<file path="src/rtl/mem_arb_pkg.sv">
// Shared types and defaults for the memory write arbiter.
package mem_arb_pkg;

  typedef enum logic {
    IDLE  = 1'b0,
    CLEAR = 1'b1
  } state_t;

  localparam int DEF_N_REQ = 3;

endpackage

</file>
<file path="src/rtl/rr_arbiter.sv">
// Round-robin grant: first asserted request at or after the pointer, wrapping.
module rr_arbiter #(
  parameter int N_REQ = 3,
  parameter int PTR_W = 2
) (
  input  logic [N_REQ-1:0] i_req,
  input  logic [PTR_W-1:0] i_ptr,
  output logic [N_REQ-1:0] o_grant
);

  always_comb begin
    int               t;
    logic [PTR_W-1:0] idx;
    logic             found;
    o_grant = '0;
    found   = 1'b0;
    t       = 0;
    idx     = '0;
    for (int k = 0; k < N_REQ; k++) begin
      t = int'(i_ptr) + k;
      if (t >= N_REQ) t = t - N_REQ;
      idx = PTR_W'(t);
      if (!found && i_req[idx]) begin
        o_grant[idx] = 1'b1;
        found        = 1'b1;
      end
    end
  end

endmodule

</file>
<file path="src/rtl/mem_wr_arbiter.sv">
// Round-robin write arbiter into a single memory port with optional clear sweep.
// The CLEAR state and sweep counter exist only when MEM_CLEAR_EN is defined.
module mem_wr_arbiter
  import mem_arb_pkg::*;
#(
  parameter int N_ELEMENTS = 128,
  parameter int ADDR_WIDTH = 16,
  parameter int DATA_WIDTH = 16,
  parameter int N_REQ      = DEF_N_REQ
) (
  input  logic                        clk,
  input  logic                        rst,
  input  logic [N_REQ-1:0]            req_valid,
  input  logic [N_REQ*ADDR_WIDTH-1:0] req_addr,
  input  logic [N_REQ*DATA_WIDTH-1:0] req_data,
  output logic [N_REQ-1:0]            req_ready,
  input  logic                        clr_start,
  output logic                        clr_busy,
  output logic                        clr_done,
  output logic [ADDR_WIDTH-1:0]       w_addr,
  output logic [DATA_WIDTH-1:0]       w_data,
  output logic                        w_en,
  output logic                        addr_err
);

  localparam int PTR_W = (N_REQ > 1) ? $clog2(N_REQ) : 1;

  state_t                r_state;
  logic [PTR_W-1:0]      r_rr_ptr;
  logic                  r_w_en;
  logic [ADDR_WIDTH-1:0] r_w_addr;
  logic [DATA_WIDTH-1:0] r_w_data;
  logic                  r_addr_err;

  logic [N_REQ-1:0]      w_grant;
  logic [PTR_W-1:0]      w_sel;
  logic [ADDR_WIDTH-1:0] w_sel_addr;
  logic [DATA_WIDTH-1:0] w_sel_data;
  logic                  w_xfer;
  logic                  w_addr_ok;
  logic [PTR_W-1:0]      w_next_ptr;

  rr_arbiter #(
    .N_REQ (N_REQ),
    .PTR_W (PTR_W)
  ) u_rr_arbiter (
    .i_req   (req_valid),
    .i_ptr   (r_rr_ptr),
    .o_grant (w_grant)
  );

  assign req_ready = (r_state == IDLE) ? w_grant : '0;
  assign w_xfer    = |req_ready;

  always_comb begin
    w_sel      = '0;
    w_sel_addr = '0;
    w_sel_data = '0;
    for (int i = 0; i < N_REQ; i++) begin
      if (w_grant[i]) begin
        w_sel      = PTR_W'(i);
        w_sel_addr = req_addr[i*ADDR_WIDTH +: ADDR_WIDTH];
        w_sel_data = req_data[i*DATA_WIDTH +: DATA_WIDTH];
      end
    end
  end

  assign w_addr_ok  = (64'(w_sel_addr) < 64'(N_ELEMENTS));
  assign w_next_ptr = (w_sel == PTR_W'(N_REQ - 1)) ? '0 : w_sel + 1'b1;

  assign w_en     = r_w_en;
  assign w_addr   = r_w_addr;
  assign w_data   = r_w_data;
  assign addr_err = r_addr_err;

`ifdef MEM_CLEAR_EN
  logic [ADDR_WIDTH-1:0] r_clr_cnt;
  logic                  r_clr_busy;
  logic                  r_clr_done;

  assign clr_busy = r_clr_busy;
  assign clr_done = r_clr_done;

  always_ff @(posedge clk or posedge rst) begin
    if (rst) begin
      r_state    <= IDLE;
      r_rr_ptr   <= '0;
      r_w_en     <= 1'b0;
      r_w_addr   <= '0;
      r_w_data   <= '0;
      r_addr_err <= 1'b0;
      r_clr_cnt  <= '0;
      r_clr_busy <= 1'b0;
      r_clr_done <= 1'b0;
    end else begin
      r_w_en     <= 1'b0;
      r_addr_err <= 1'b0;
      r_clr_done <= 1'b0;
      case (r_state)
        IDLE: begin
          if (w_xfer) begin
            r_rr_ptr <= w_next_ptr;
            if (w_addr_ok) begin
              r_w_en   <= 1'b1;
              r_w_addr <= w_sel_addr;
              r_w_data <= w_sel_data;
            end else begin
              r_addr_err <= 1'b1;
            end
          end
          // A transfer accepted alongside clr_start is written before the sweep begins.
          if (clr_start) begin
            r_state    <= CLEAR;
            r_clr_cnt  <= '0;
            r_clr_busy <= 1'b1;
          end
        end
        CLEAR: begin
          r_w_en    <= 1'b1;
          r_w_addr  <= r_clr_cnt;
          r_w_data  <= '0;
          r_clr_cnt <= r_clr_cnt + 1'b1;
          if (r_clr_cnt == ADDR_WIDTH'(N_ELEMENTS - 1)) begin
            r_state    <= IDLE;
            r_clr_busy <= 1'b0;
            r_clr_done <= 1'b1;
          end
        end
        default: r_state <= IDLE;
      endcase
    end
  end
`else
  logic w_unused_clr_start;

  assign w_unused_clr_start = clr_start;
  assign clr_busy           = 1'b0;
  assign clr_done           = 1'b0;

  always_ff @(posedge clk or posedge rst) begin
    if (rst) begin
      r_state    <= IDLE;
      r_rr_ptr   <= '0;
      r_w_en     <= 1'b0;
      r_w_addr   <= '0;
      r_w_data   <= '0;
      r_addr_err <= 1'b0;
    end else begin
      r_state    <= IDLE;
      r_w_en     <= 1'b0;
      r_addr_err <= 1'b0;
      if (w_xfer) begin
        r_rr_ptr <= w_next_ptr;
        if (w_addr_ok) begin
          r_w_en   <= 1'b1;
          r_w_addr <= w_sel_addr;
          r_w_data <= w_sel_data;
        end else begin
          r_addr_err <= 1'b1;
        end
      end
    end
  end
`endif

endmodule

</file>
<file path="config.mk">
export PLATFORM = sky130hd
export DESIGN_NAME = mem_wr_arbiter
export DESIGN_NICKNAME = d
export VERILOG_FILES = /design/src/rtl/mem_arb_pkg.sv /design/src/rtl/rr_arbiter.sv /design/src/rtl/mem_wr_arbiter.sv
export SDC_FILE = /design/constraint.sdc
export NUM_CORES = 1
export LEC_CHECK = 0
export ABC_CLOCK_PERIOD_IN_PS = 4000
export CELL_PAD_IN_SITES_DETAIL_PLACEMENT = 1
export CELL_PAD_IN_SITES_GLOBAL_PLACEMENT = 2
export CORE_MARGIN = 2
export CORE_UTILIZATION = 38
export DETAILED_ROUTE_END_ITERATION = 7
export DONT_BUFFER_PORTS = 1
export GPL_TIMING_DRIVEN = 0
export PLACE_DENSITY_LB_ADDON = 0.1
export SLEW_MARGIN = 10
export SYNTH_ARGS = -nofsm -noshare
export SYNTH_HDL_FRONTEND = slang
export SYNTH_SLANG_ARGS = --single-unit
</file>
<file path="constraint.sdc">
create_clock -name clk -period 4 [get_ports clk]
set_input_delay 0.8 -clock clk [delete_from_list [all_inputs] [get_ports clk]]
set_output_delay 0.8 -clock clk [all_outputs]
set_load 0.01 [all_outputs]
</file>
# ---- After elaboration in Yosys (flattened, before gate mapping)
# Index checks and enable logic that the tools add are counted.
dict set report totals {
  register_bits 36
  in_bits 102
  out_inout_bits 39
  elab_cells 66
}
dict set report op_classes {
  addsub 6
  magnitude_cmp 10
  eq_ne 1
  mux 33
  n_bitwise 2
  n_reduce_logical 9
}
# cell count
set op_table {}
lappend op_table {{$mux W16} 6}
lappend op_table {{$lt A16 B8 Y1 const B} 1}
lappend op_table {{$mux W1} 13}
lappend op_table {{$mux W2} 5}
lappend op_table {{$lt A2 B3 Y1 const B} 3}
lappend op_table {{$mux W3} 3}
lappend op_table {{$bmux W1 S2} 3}
lappend op_table {{$demux W1 S2} 3}
lappend op_table {{$ge A2 B1 Y1 const B} 3}
lappend op_table {{$ge A3 B2 Y1 const B} 2}
lappend op_table {{$or A3 B3 Y3} 2}
lappend op_table {{$logic_and A1 B1 Y1} 5}
lappend op_table {{$sub A2 B1 Y2 const B} 2}
lappend op_table {{$add A2 B1 Y3 const B} 1}
lappend op_table {{$add A2 B2 Y3 const B} 1}
lappend op_table {{$reduce_or A3 Y1} 1}
lappend op_table {{$add A2 B1 Y2 const B} 1}
lappend op_table {{$eq A2 B2 Y1 const B} 1}
lappend op_table {{$ge A2 B2 Y1 const B} 1}
lappend op_table {{$logic_not A1 Y1} 2}
lappend op_table {{$reduce_and A2 Y1} 1}
lappend op_table {{$sub A2 B2 Y2 const B} 1}

# ---- Longest topological paths before layout
dict set report logic_depth {
  ltp_word 17
  mapped_depth 12
  depth_no_buf 9
}

# ---- Cells and area by module
# A second synthesis with hierarchy kept.
dict set report hier_totals {
  hier_cells 215
  hier_area_um2 2259.7
}
# module n_inst cells_each area_each_um2 seq_area_each_um2
set modules_own_cells {}
lappend modules_own_cells {mem_wr_arbiter 1 181 1999.4 900.9}
lappend modules_own_cells {rr_arbiter 1 34 260.2 0.0}

# ---- Worst setup path after synthesis
# Ideal clock, no wire load.
dict set report synth_path {
  path_type {input to output}
  start {input port req_valid[0]}
  end {output port req_ready[0]}
  t_arrival_ns 1.924
  setup_slack_ns 1.276
  path_stages 6
  n_path_buf 1
  cell_sequence {nor4bb_1 a311oi_1 nor3_2 nor3_2 buf_4 inv_1}
}
dict set report synth_via {
  elab_chain_cells 9
}
# element line_no
set synth_lines {}
lappend synth_lines {{start, declared} mem_wr_arbiter.sv:13} ;# input logic [N_REQ-1:0] req_valid,
lappend synth_lines {{$bmux W1 S2} rr_arbiter.sv:23} ;# if (!found && i_req[idx]) begin
lappend synth_lines {{$mux W1 (implied by the code)} rr_arbiter.sv:23}
lappend synth_lines {{$mux W1} rr_arbiter.sv:23}
lappend synth_lines {{$logic_not A1 Y1} rr_arbiter.sv:23}
lappend synth_lines {{$logic_and A1 B1 Y1} rr_arbiter.sv:23}
lappend synth_lines {{$mux W1} rr_arbiter.sv:23}
lappend synth_lines {{$logic_not A1 Y1} rr_arbiter.sv:23}
lappend synth_lines {{$logic_and A1 B1 Y1} rr_arbiter.sv:23}
lappend synth_lines {{$mux W3 (*)} rr_arbiter.sv:23}
lappend synth_lines {{end, declared} mem_wr_arbiter.sv:16} ;# output logic [N_REQ-1:0] req_ready,
# Mark *: on every way between the ends. The rest lies on a longest branch, timed or not. The select of a mux whose other input is x is not followed.

# ---- Final worst setup path
dict set report layout_path {
  start {register r_rr_ptr[1]}
  end {output port req_ready[0]}
}
dict set report layout_via {
  elab_chain_cells 11
}
# element line_no
set layout_lines {}
lappend layout_lines {{start, declared} mem_wr_arbiter.sv:29} ;# logic [PTR_W-1:0] r_rr_ptr;
lappend layout_lines {{start signal, assigned} mem_wr_arbiter.sv:153} ;# r_rr_ptr <= w_next_ptr;
lappend layout_lines {{$add A2 B1 Y3, or another cell as far along} rr_arbiter.sv:20} ;# t = int'(i_ptr) + k;
lappend layout_lines {{$ge A3 B2 Y1, or another cell as far along} rr_arbiter.sv:21} ;# if (t >= N_REQ) t = t - N_REQ;
lappend layout_lines {{$mux W2, or another cell as far along} rr_arbiter.sv:21}
lappend layout_lines {{$lt A2 B3 Y1 (implied by the code), or another cell as far along} rr_arbiter.sv:24} ;# o_grant[idx] = 1'b1;
lappend layout_lines {{$logic_and A1 B1 Y1 (implied by the code), or another cell as far along} rr_arbiter.sv:24}
lappend layout_lines {{$mux W1 (implied by the code), or another cell as far along} rr_arbiter.sv:24}
lappend layout_lines {{$demux W1 S2, or another cell as far along} -}
lappend layout_lines {{$or A3 B3 Y3 (no source line) / $mux W1 (equally long branches)} -}
lappend layout_lines {{$mux W3 / $logic_not A1 Y1 (equally long branches)} rr_arbiter.sv:23}
lappend layout_lines {{$or A3 B3 Y3 (no source line) / $logic_and A1 B1 Y1 (equally long branches)} -}
lappend layout_lines {{$mux W3 (*)} rr_arbiter.sv:23}
# Marks and branches as above.

==> metrics.txt <==
Placer Congestion=0.7892; Syn Area/Cell=9.371 µm²; Peak VDD IR=0.2541 mV; TritonRoute pass-1 iters=4; wire length on met3=664 µm; Routed Wire Length=7688 µm; Die Wd=87.69 µm; crit path kind=reg2out; pwr/cell area=634.5 nW/µm²; number of fill cells=807; predominant post-synthesis flop cell=dfrtp_1; first-pass GRT wire length=11880 µm; Slew HR=47.41%; HPWL after DPL=5799 µm; largest area contributor in the netlist=dfrtp_1; largest net degree at the start of global routing=37; commonest non-fill, non-tap cell in the layout=dfrtp_1; number of flops mapped to enable cells by yosys=0; final hold vios=0; CTS sink cnt=36; Final Cycle Share=88.28%; crit path DAT=2730 ps; Synth Cell Area=2661 µm²; ant diodes=0; I/O pin count=141; # H-tree levels=2; Slew Limit Fails=0; Hold Slack=533.5 ps; GRT Overall Usage=20.02%; CP endpoint kind=output port; clk_lat worst skew=290 ps; Setup Skew=3.587 ps; Die ar.=7689 µm²; startpoint types=register; Row Count=30; post-DR vias/cell=5.787; core region area=6794 µm²; wl on met1=3455 µm; total grt overflow=0; post-synth top area share=33.85%; Starting Density=39.17%; layout cells sized above 1=20.14%; vias in the first global route=2298; Crit path required time=3200 ps; RSZ-0062 raised after global routing=false; max frequency=283.2 MHz; synth top area cells=dfrtp_1, mux2i_1, a2bb2oi_1; Max Cap Viol=0; post-layout min period=3531 ps; area grow syn2layout=8.134%; register area=900.9 µm²; Starting DRT DRC Count=79; post-DR wirelength/cell=19.76 µm; top sig layer=met4; IO buf count=0; ys async rst share=100.0%; Cells after Synth=284; Yosys reg bits=36; setup TNS=0 ps; Yosys cell types=43; Crit Path Max Fanout=10; Leak=1.321 nW; CTS tree=built; die height=87.69 µm; Ys Warns=0; post-route ant nets=0; Tightest Pin Transition=788.9 ps; clk slew on worst S/H paths=80 ps; # setup viols final=0; CTS Hold Bufs=0; most frequent cells in the layout=dfrtp_1, nand2_1, nor2_1; status=finished clean; Num CTS Buffers=5; Resized Gates After CTS=0; post-synthesis sequential area ratio=33.85%; setup bufs post-CTS=0; metal2 WL=3520 µm; Root Buffer=clkbuf_8; drc violations=0; area taken by multi-input logic gates=1570 µm²; clk buf depth=2; vias=2251; Worst Hold Class=in2async; final net count=398; initial antenna violation count=0
## state kept, by name, indices dropped and copies added (netlist names)
name and cells:
w_data 16, w_en 1, r_rr_ptr 2, w_addr 16, addr_err 1
## stage by stage
step           utilization [%]  power [W]  instances  setup WS [ps]  instance area (µm²)
3_3_place_gp             40.99   0.001569        381          732.4                 2785
4_1_cts                  42.36   0.001863        389          410.1                 2878
2_1_floorplan                -   0.001319        285           1276                 2665
5_1_grt                  42.36   0.001983        389          277.1                 2878
3_5_place_dp             40.99   0.001581        381          744.8                 2785
6_report                 42.36   0.001826        389          468.7                 2878
## critical path: stages (launching register included)
cell and delay (ps):
dfrtp_1 410, inv_1 80, ha_1 250, buf_6 170, nor4bb_1 120, a311oi_1 400
nor3_2 130, nor3_2 480, buf_4 300, inv_1 100
## synthesized netlist by cell type, types with 3 or more instances
master	instances
a2bb2oi_1	23
a41oi_1	23
buf_2	8
buf_4	5
buf_6	5
clkbuf_1	8
dfrtp_1	36
ha_1	4
inv_1	6
mux2i_1	25
nand2_1	32
nand2b_1	4
nand3_1	3
nor2_1	29
nor2b_1	3
nor3b_1	9
nor4_1	4
o21ai_1	5
o21ai_2	19
or3_1	3
## area by class of cell
cell class                      count  area share (%)
Inverter                            8           1.043
Sequential cell                    36           31.30
Clock buffer                        6           2.870
Clock inverter                      2          0.3478
Tap cell                           96           4.174
Buffer                             26           5.696
Multi-Input combinational cell    215           54.57
## path summary, 6_finish.rpt
path | start | endpoint | slack [ps] | cells past startpoint
worst min register to register | w_addr[9]$_DFFE_PP0P_ | w_addr[9]$_DFFE_PP0P_ | 600 | 1
worst min-delay path | rst | w_addr[6]$_DFFE_PP0P_ | 530 | 1
max in group asynchronous | rst | w_data[14]$_DFFE_PP0P_ | 2970 | 1
min in group clk | w_addr[9]$_DFFE_PP0P_ | w_addr[9]$_DFFE_PP0P_ | 600 | 1
worst max-delay path | r_rr_ptr[1]$_DFFE_PP0P_ | req_ready[0] | 470 | 9
worst max register to register | r_rr_ptr[1]$_DFFE_PP0P_ | w_data[3]$_DFFE_PP0P_ | 1190 | 10
## per-layer routing
| metal | global-route usage, % | vias to the layer above |
|---|---|---|
| li1 | - | 1078 |
| met1 | 26.89 | 1078 |
| met2 | 31.68 | 90 |
| met3 | 7.069 | 5 |
| met4 | 3.357 | 0 |
| met5 | 0 | - |
## cells by family (layout without fill, tap and decap cells)
| group | after synthesis | after routing | share of synthesized area (%) |
|---|---|---|---|
| buffers and inverters | 34 | 42 | 7.287 |
| DFF | 36 | 36 | 33.85 |
| AOI/OAI and AO/OA | 86 | 86 | 28.16 |
| adders and majority gates | 4 | 4 | 1.881 |
| and+or+nand+nor | 97 | 97 | 18.71 |
| muxes | 26 | 26 | 9.967 |
| other | 1 | 2 | 0.1409 |
## report_power, final
part           internal (W)  switching, W  leakage, nW
logic              0.000441      0.000669        0.774
clock network      0.000138      0.000137       0.0510
registers          0.000399     0.0000425        0.496
total              0.000977      0.000849         1.32
(Power assumes the default switching activity.)
